`config.mk`:
```
export PLATFORM = sky130hd
export DESIGN_NAME = dual_port_ram_param_flat
export DESIGN_NICKNAME = d
export VERILOG_FILES = /design/src/rtl/dual_port_ram_param_if.sv /design/src/rtl/dual_port_ram_param.sv /design/src/flat_wrapper.sv
export SDC_FILE = /design/constraint.sdc
export NUM_CORES = 2
export LEC_CHECK = 0
export CAP_MARGIN = 20
export CORE_UTILIZATION = 57
export CTS_CLUSTER_DIAMETER = 150
export DETAILED_ROUTE_END_ITERATION = 16
export GPL_ROUTABILITY_DRIVEN = 1
export PLACE_DENSITY = 0.85
export SYNTH_ARGS = -nofsm -noshare
export SYNTH_HDL_FRONTEND = slang
export SYNTH_SLANG_ARGS = --single-unit
```
`constraint.sdc`:
```
create_clock -name clk -period 6.78 [get_ports clk]
set_input_delay 1.695 -clock clk [delete_from_list [all_inputs] [get_ports clk]]
set_output_delay 1.695 -clock clk [all_outputs]
set_load 0.01 [all_outputs]
```
`src/rtl/dual_port_ram_param_if.sv`:
```
// dual_port_ram_param_if: write/read request and response bundle for dual_port_ram_param
interface dual_port_ram_param_if #(
  parameter int DATA_W = 8,
  parameter int ADDR_W = 8
);
  localparam int BE_W = DATA_W / 8;
  logic              wr_en;
  logic [ADDR_W-1:0] wr_addr;
  logic [BE_W-1:0]   wr_be;
  logic [DATA_W-1:0] data_in;
  logic              rd_en;
  logic [ADDR_W-1:0] rd_addr;
  logic [DATA_W-1:0] data_out;
  logic              rd_valid;
  logic              rd_err;
  logic              wr_err;
  logic              init_busy;
  modport master (
    output wr_en, wr_addr, wr_be, data_in, rd_en, rd_addr,
    input  data_out, rd_valid, rd_err, wr_err, init_busy
  );
  modport slave (
    input  wr_en, wr_addr, wr_be, data_in, rd_en, rd_addr,
    output data_out, rd_valid, rd_err, wr_err, init_busy
  );
endinterface

```
`src/rtl/dual_port_ram_param.sv`:
```
// dual_port_ram_param: parametrised 1W/1R RAM with byte enables, range checks and zero-init sweep.
// Define DPRAM_BYPASS_EN for write-first collision data (read-first otherwise).
module dual_port_ram_param #(
  parameter int DATA_W   = 8,
  parameter int ADDR_W   = 8,
  parameter int DEPTH    = 256,
  parameter int READ_LAT = 1,
  parameter int BE_W     = DATA_W / 8
) (
  input logic clk,
  input logic rst,
  dual_port_ram_param_if.slave bus
);
  typedef enum logic {INIT, READY} state_t;
  localparam logic [ADDR_W:0] DEP = (ADDR_W + 1)'(DEPTH);
  state_t            state;
  logic [ADDR_W-1:0] ptr;
  logic [DATA_W-1:0] mem [DEPTH];
  logic [DATA_W-1:0] old, rd_word, d1;
  logic              wr_oob, rd_oob, wr_ok, rd_ok, v1, e1;
  always_comb begin
    wr_oob = {1'b0, bus.wr_addr} >= DEP;
    rd_oob = {1'b0, bus.rd_addr} >= DEP;
    wr_ok  = state == READY && bus.wr_en && !wr_oob;
    rd_ok  = state == READY && bus.rd_en;
    old    = rd_oob ? '0 : mem[bus.rd_addr];
    rd_word = old;
`ifdef DPRAM_BYPASS_EN
    if (wr_ok && bus.wr_addr == bus.rd_addr)
      for (int i = 0; i < BE_W; i++)
        rd_word[8*i +: 8] = bus.wr_be[i] ? bus.data_in[8*i +: 8] : old[8*i +: 8];
`endif
  end
  always_ff @(posedge clk) begin
    if (rst) begin
      state      <= INIT;
      ptr        <= '0;
      v1         <= 1'b0;
      e1         <= 1'b0;
      d1         <= '0;
      bus.wr_err <= 1'b0;
    end else begin
      v1         <= rd_ok;
      e1         <= rd_ok && rd_oob;
      bus.wr_err <= state == READY && bus.wr_en && wr_oob;
      if (rd_ok) d1 <= rd_word;
      if (state == INIT) begin
        ptr <= ptr + 1'b1;
        if ({1'b0, ptr} == DEP - 1'b1) state <= READY;
      end
    end
  end
  // storage carries no reset; the INIT sweep zeroes it instead
  always_ff @(posedge clk) begin
    if (!rst) begin
      if (state == INIT) mem[ptr] <= '0;
      else
        for (int i = 0; i < BE_W; i++)
          if (wr_ok && bus.wr_be[i]) mem[bus.wr_addr][8*i +: 8] <= bus.data_in[8*i +: 8];
    end
  end
  assign bus.init_busy = state == INIT;
  if (READ_LAT == 2) begin : g_lat2
    logic              v2, e2;
    logic [DATA_W-1:0] d2;
    always_ff @(posedge clk) begin
      if (rst) begin
        v2 <= 1'b0;
        e2 <= 1'b0;
        d2 <= '0;
      end else begin
        v2 <= v1;
        e2 <= e1;
        if (v1) d2 <= d1;
      end
    end
    assign bus.rd_valid = v2;
    assign bus.rd_err   = e2;
    assign bus.data_out = d2;
  end else begin : g_lat1
    assign bus.rd_valid = v1;
    assign bus.rd_err   = e1;
    assign bus.data_out = d1;
  end
endmodule
```
`src/flat_wrapper.sv`:
```
// flat-port wrapper written by rule: the top's interface ports become plain ports
module dual_port_ram_param_flat 
#(
  parameter int DATA_W   = 8,
  parameter int ADDR_W   = 8,
  parameter int DEPTH    = 256,
  parameter int READ_LAT = 1,
  parameter int BE_W     = DATA_W / 8
)
  (clk, rst, bus_wr_en, bus_wr_addr, bus_wr_be, bus_data_in, bus_rd_en, bus_rd_addr, bus_data_out, bus_rd_valid, bus_rd_err, bus_wr_err, bus_init_busy);
  dual_port_ram_param_if #(.DATA_W(DATA_W), .ADDR_W(ADDR_W)) bus_i ();
  input logic clk;
  input logic rst;
  input wire logic [$bits(bus_i.wr_en)-1:0] bus_wr_en;
  input wire logic [$bits(bus_i.wr_addr)-1:0] bus_wr_addr;
  input wire logic [$bits(bus_i.wr_be)-1:0] bus_wr_be;
  input wire logic [$bits(bus_i.data_in)-1:0] bus_data_in;
  input wire logic [$bits(bus_i.rd_en)-1:0] bus_rd_en;
  input wire logic [$bits(bus_i.rd_addr)-1:0] bus_rd_addr;
  output wire logic [$bits(bus_i.data_out)-1:0] bus_data_out;
  output wire logic [$bits(bus_i.rd_valid)-1:0] bus_rd_valid;
  output wire logic [$bits(bus_i.rd_err)-1:0] bus_rd_err;
  output wire logic [$bits(bus_i.wr_err)-1:0] bus_wr_err;
  output wire logic [$bits(bus_i.init_busy)-1:0] bus_init_busy;
  assign bus_i.wr_en = bus_wr_en;
  assign bus_i.wr_addr = bus_wr_addr;
  assign bus_i.wr_be = bus_wr_be;
  assign bus_i.data_in = bus_data_in;
  assign bus_i.rd_en = bus_rd_en;
  assign bus_i.rd_addr = bus_rd_addr;
  assign bus_data_out = bus_i.data_out;
  assign bus_rd_valid = bus_i.rd_valid;
  assign bus_rd_err = bus_i.rd_err;
  assign bus_wr_err = bus_i.wr_err;
  assign bus_init_busy = bus_i.init_busy;
  dual_port_ram_param #(.DATA_W(DATA_W), .ADDR_W(ADDR_W), .DEPTH(DEPTH), .READ_LAT(READ_LAT), .BE_W(BE_W)) u_core (.clk(clk), .rst(rst), .bus(bus_i));
endmodule
```
==> impl_metrics.toml <==
[finish]
final_core_util_pct = 63.7
drive_above_1_share_pct = 18.1
nets = 4186
area_growth_pct = 10.5

[critical_path]
cpMostUsedCell = "or3_1"
crit_start = "rst"
rr_worst_depth = 7
required_ps = 7230
critPathCaptureType = "flop"
cp.arrival_ps = 5670
cp_slowest_stage_delay_ps = 830
path_class = "in2reg"
path_max_fanout = 14
crit_cells = 7
timing.rr.start = "u_core.state$_SDFF_PP0_"
critPathSlowestCell = "nand3_1"
path_delay_family = "simple AND/OR/NAND/NOR gates"
start_kind = "primary input"
cp_num_buf_inv = 2
path_cells = "clkdlybuf4s50_1 > or3_1 > or3_1 > o31ai_1 > nand3_1 > buf_4 > nor2_1"

[yosys]
synthesis.area_um2 = 80700
synthTopCellsByArea = "edfxtp_1, mux4_2, mux2i_1"
postSynthCellCount = 4037
yosysTopAreaCell = "edfxtp_1"
ys_ff_latch = 2066
synth_adder_area_share_pct = 0.0155
yosysSeqAreaShare_pct = 76.7
synth_compound_area_share_pct = 4.00
synth_top_family_by_area = "multiplexers"
synth-xor-area-share_pct = 0.0760
synthFlopType = "edfxtp_1"
synthSimpleGateAreaFrac_pct = 3.13
syn-mean-instance-area_um2 = 20.0
synth-edff-count = 2048
yosys.cell_types.count = 59
synth.area.mux_share_pct = 14.1
yosysWarnings = 0
synth_top_area_share_pct = 76.2
synth-async-reset-ratio_pct = 0

[route]
num_vias = 44000
vias_per_cell = 7.10
drt_wl_total_mm = 214
drc = 0
drt-pass1-iter-count = 7
wire_per_inst_um = 34.6
drtIter0Drc = 7776
antenna_left = 0

[clocking]
worstSkewPairLatency_ps = 840
numCtsBuffers = 191
cts_resized = 0
cts_tree = "yes"
postCtsHoldBufs = 0
post_cts_buffers = 0
clk_pin_slew_worst_paths_ps = 70
htreeDepth = 4
clock-sinks = 2066
clockBufferDepth = 3
cts_root_buf = "clkbuf_16"

[pwr]
p_per_area_nw_per_um2 = 281
ir_drop_v = 0.000296
leakagePower_nw = 31.9

[hold_path]
holdPathStages = 2
hp-class = "reg2reg"
holdCritStartpoint = "u_core.ptr[5]$_SDFFE_PP0N_"

[die]
initial_core_util_pct = 57.6
fp.dieW_um = 378
die_area_um2 = 143000
core_um2 = 140000
num_io_pins = 41
die_h_um = 378
rows = 137

[place]
hpwl_mm = 125
port_buffers = 38
place_congestion = 0.997
place_ws_ps = 824

[sta]
post-route-period-util_pct = 77.0
tightest_slew_ps = 1260
holdWs_ps = 617
max_freq_ghz = 0.192
setup_tns_ps = 0
rsz0062_at_grt = "no"
period_needed_ps = 5220
setup_slack_ps = 1560
setup_viol = 0
skew_ps = 46.6
slew_violations = 0
max_slew_margin_pct = 15.9
hold_violations = 0

[global_route]
antenna_found_initial = 4
grt_pass1_vias = 43600
grt_max_degree = 125
grt_pass1_wl_mm = 304
track_usage_pct = 30.1
grt_overflow = 0

[status]
status = "finished clean"

[job]
maxCapViolations = 0
==> synthesized netlist by cell type, types with 10 or more instances <==
| cell type | n |
|---|---|
| a211oi_1 | 58 |
| mux2i_1 | 313 |
| buf_6 | 26 |
| buf_8 | 17 |
| mux4_2 | 359 |
| a22oi_1 | 81 |
| dfxtp_1 | 18 |
| nand2_1 | 132 |
| edfxtp_1 | 2048 |
| nand4_1 | 10 |
| o31ai_1 | 13 |
| o22ai_1 | 118 |
| nand3_1 | 54 |
| clkbuf_1 | 97 |
| buf_2 | 65 |
| nand3b_1 | 22 |
| o21ai_0 | 35 |
| o221ai_1 | 48 |
| a21oi_1 | 53 |
| and2_1 | 14 |
| nor3_1 | 21 |
| nor2_1 | 282 |
| buf_4 | 15 |
| buf_12 | 11 |
| buf_1 | 13 |
==> cells by family after synthesis <==
kind of cell | after synthesis
simple gates | 574
fa+ha+maj | 1
flops | 2066
xor+xnor | 7
compound gates | 464
other cells | 1
mux | 677
buf+inv | 247
==> worst paths after layout <==
kind | to | slack (ps)
worst min register to register | u_core.ptr[5]$_SDFFE_PP0N_ | 620
worst max register to register | u_core.mem[44][4]$_DFFE_PP_ | 2540
worst min-delay path | u_core.ptr[5]$_SDFFE_PP0N_ | 620
worst max-delay path | u_core.mem[44][4]$_DFFE_PP_ | 1560
==> power by group <==
| group | internal [W] | leakage (nW) | switching [W] | total [W] |
|---|---|---|---|---|
| Clock | 0.00572 | 2.90 | 0.00469 | 0.0104 |
| Combinational | 0.000291 | 6.32 | 0.000552 | 0.000843 |
| Sequential | 0.0138 | 22.7 | 0.00000541 | 0.0138 |
| Total | 0.0198 | 31.9 | 0.00525 | 0.0251 |
==> metrics by stage <==
step	cell area, µm²	cells	power (W)
5_1_grt	89100	6191	0.0255
6_report	89100	6194	0.0251
4_1_cts	89100	6189	0.0250
3_5_place_dp	83200	5837	0.0149
3_3_place_gp	83100	5836	0.0149
2_1_floorplan	80700	4038	0.0146
==> layout by cell type (no fill, tap or decap), types with 48 or more instances in the layout <==
master	n
a211oi_1	58
a21oi_1	53
a22oi_1	81
buf_4	103
clkbuf_1	55
clkbuf_16	194
edfxtp_1	2048
mux2i_1	313
mux4_2	359
nand2_1	131
nand3_1	54
nor2_1	279
o221ai_1	48
o22ai_1	118
==> sequential cells by signal, indices dropped and copies added, names as in the netlist <==
name                 flops
u_core.mem            2048
u_core.bus.data_out      8
u_core.ptr               8
u_core.bus.rd_valid      1
u_core.state             1
==> layer usage <==
metal	vias up	part of all wire, %	global-route usage, %
met2	4307	46	46.1
li1	16900	-	-
met5	-	0.012	0
met1	21800	32	38.0
met4	4	6.7	16.6
met3	910	15	10.0
==> area by class of cell <==
class                           instances  area [µm²]
Clock inverter                         94         781
Sequential cell                      2066       61900
Clock buffer                          258        5180
Fill cell                            8654       50900
Multi-Input combinational cell       1725       17200
Tap cell                             1876        2350
Timing Repair Buffer                  169        1710
Antenna cell                            3        7.51
Inverter                                3        12.5
==> worst reg2reg max path: cells and delay by family, from the launching register on <==
family	cells	cell delay (ps)
DFF	1	550
and+or+nand+nor	4	2430
buffers and inverters	2	640
AOI/OAI and AO/OA	1	240
Power figures use the tool's default switching activity.
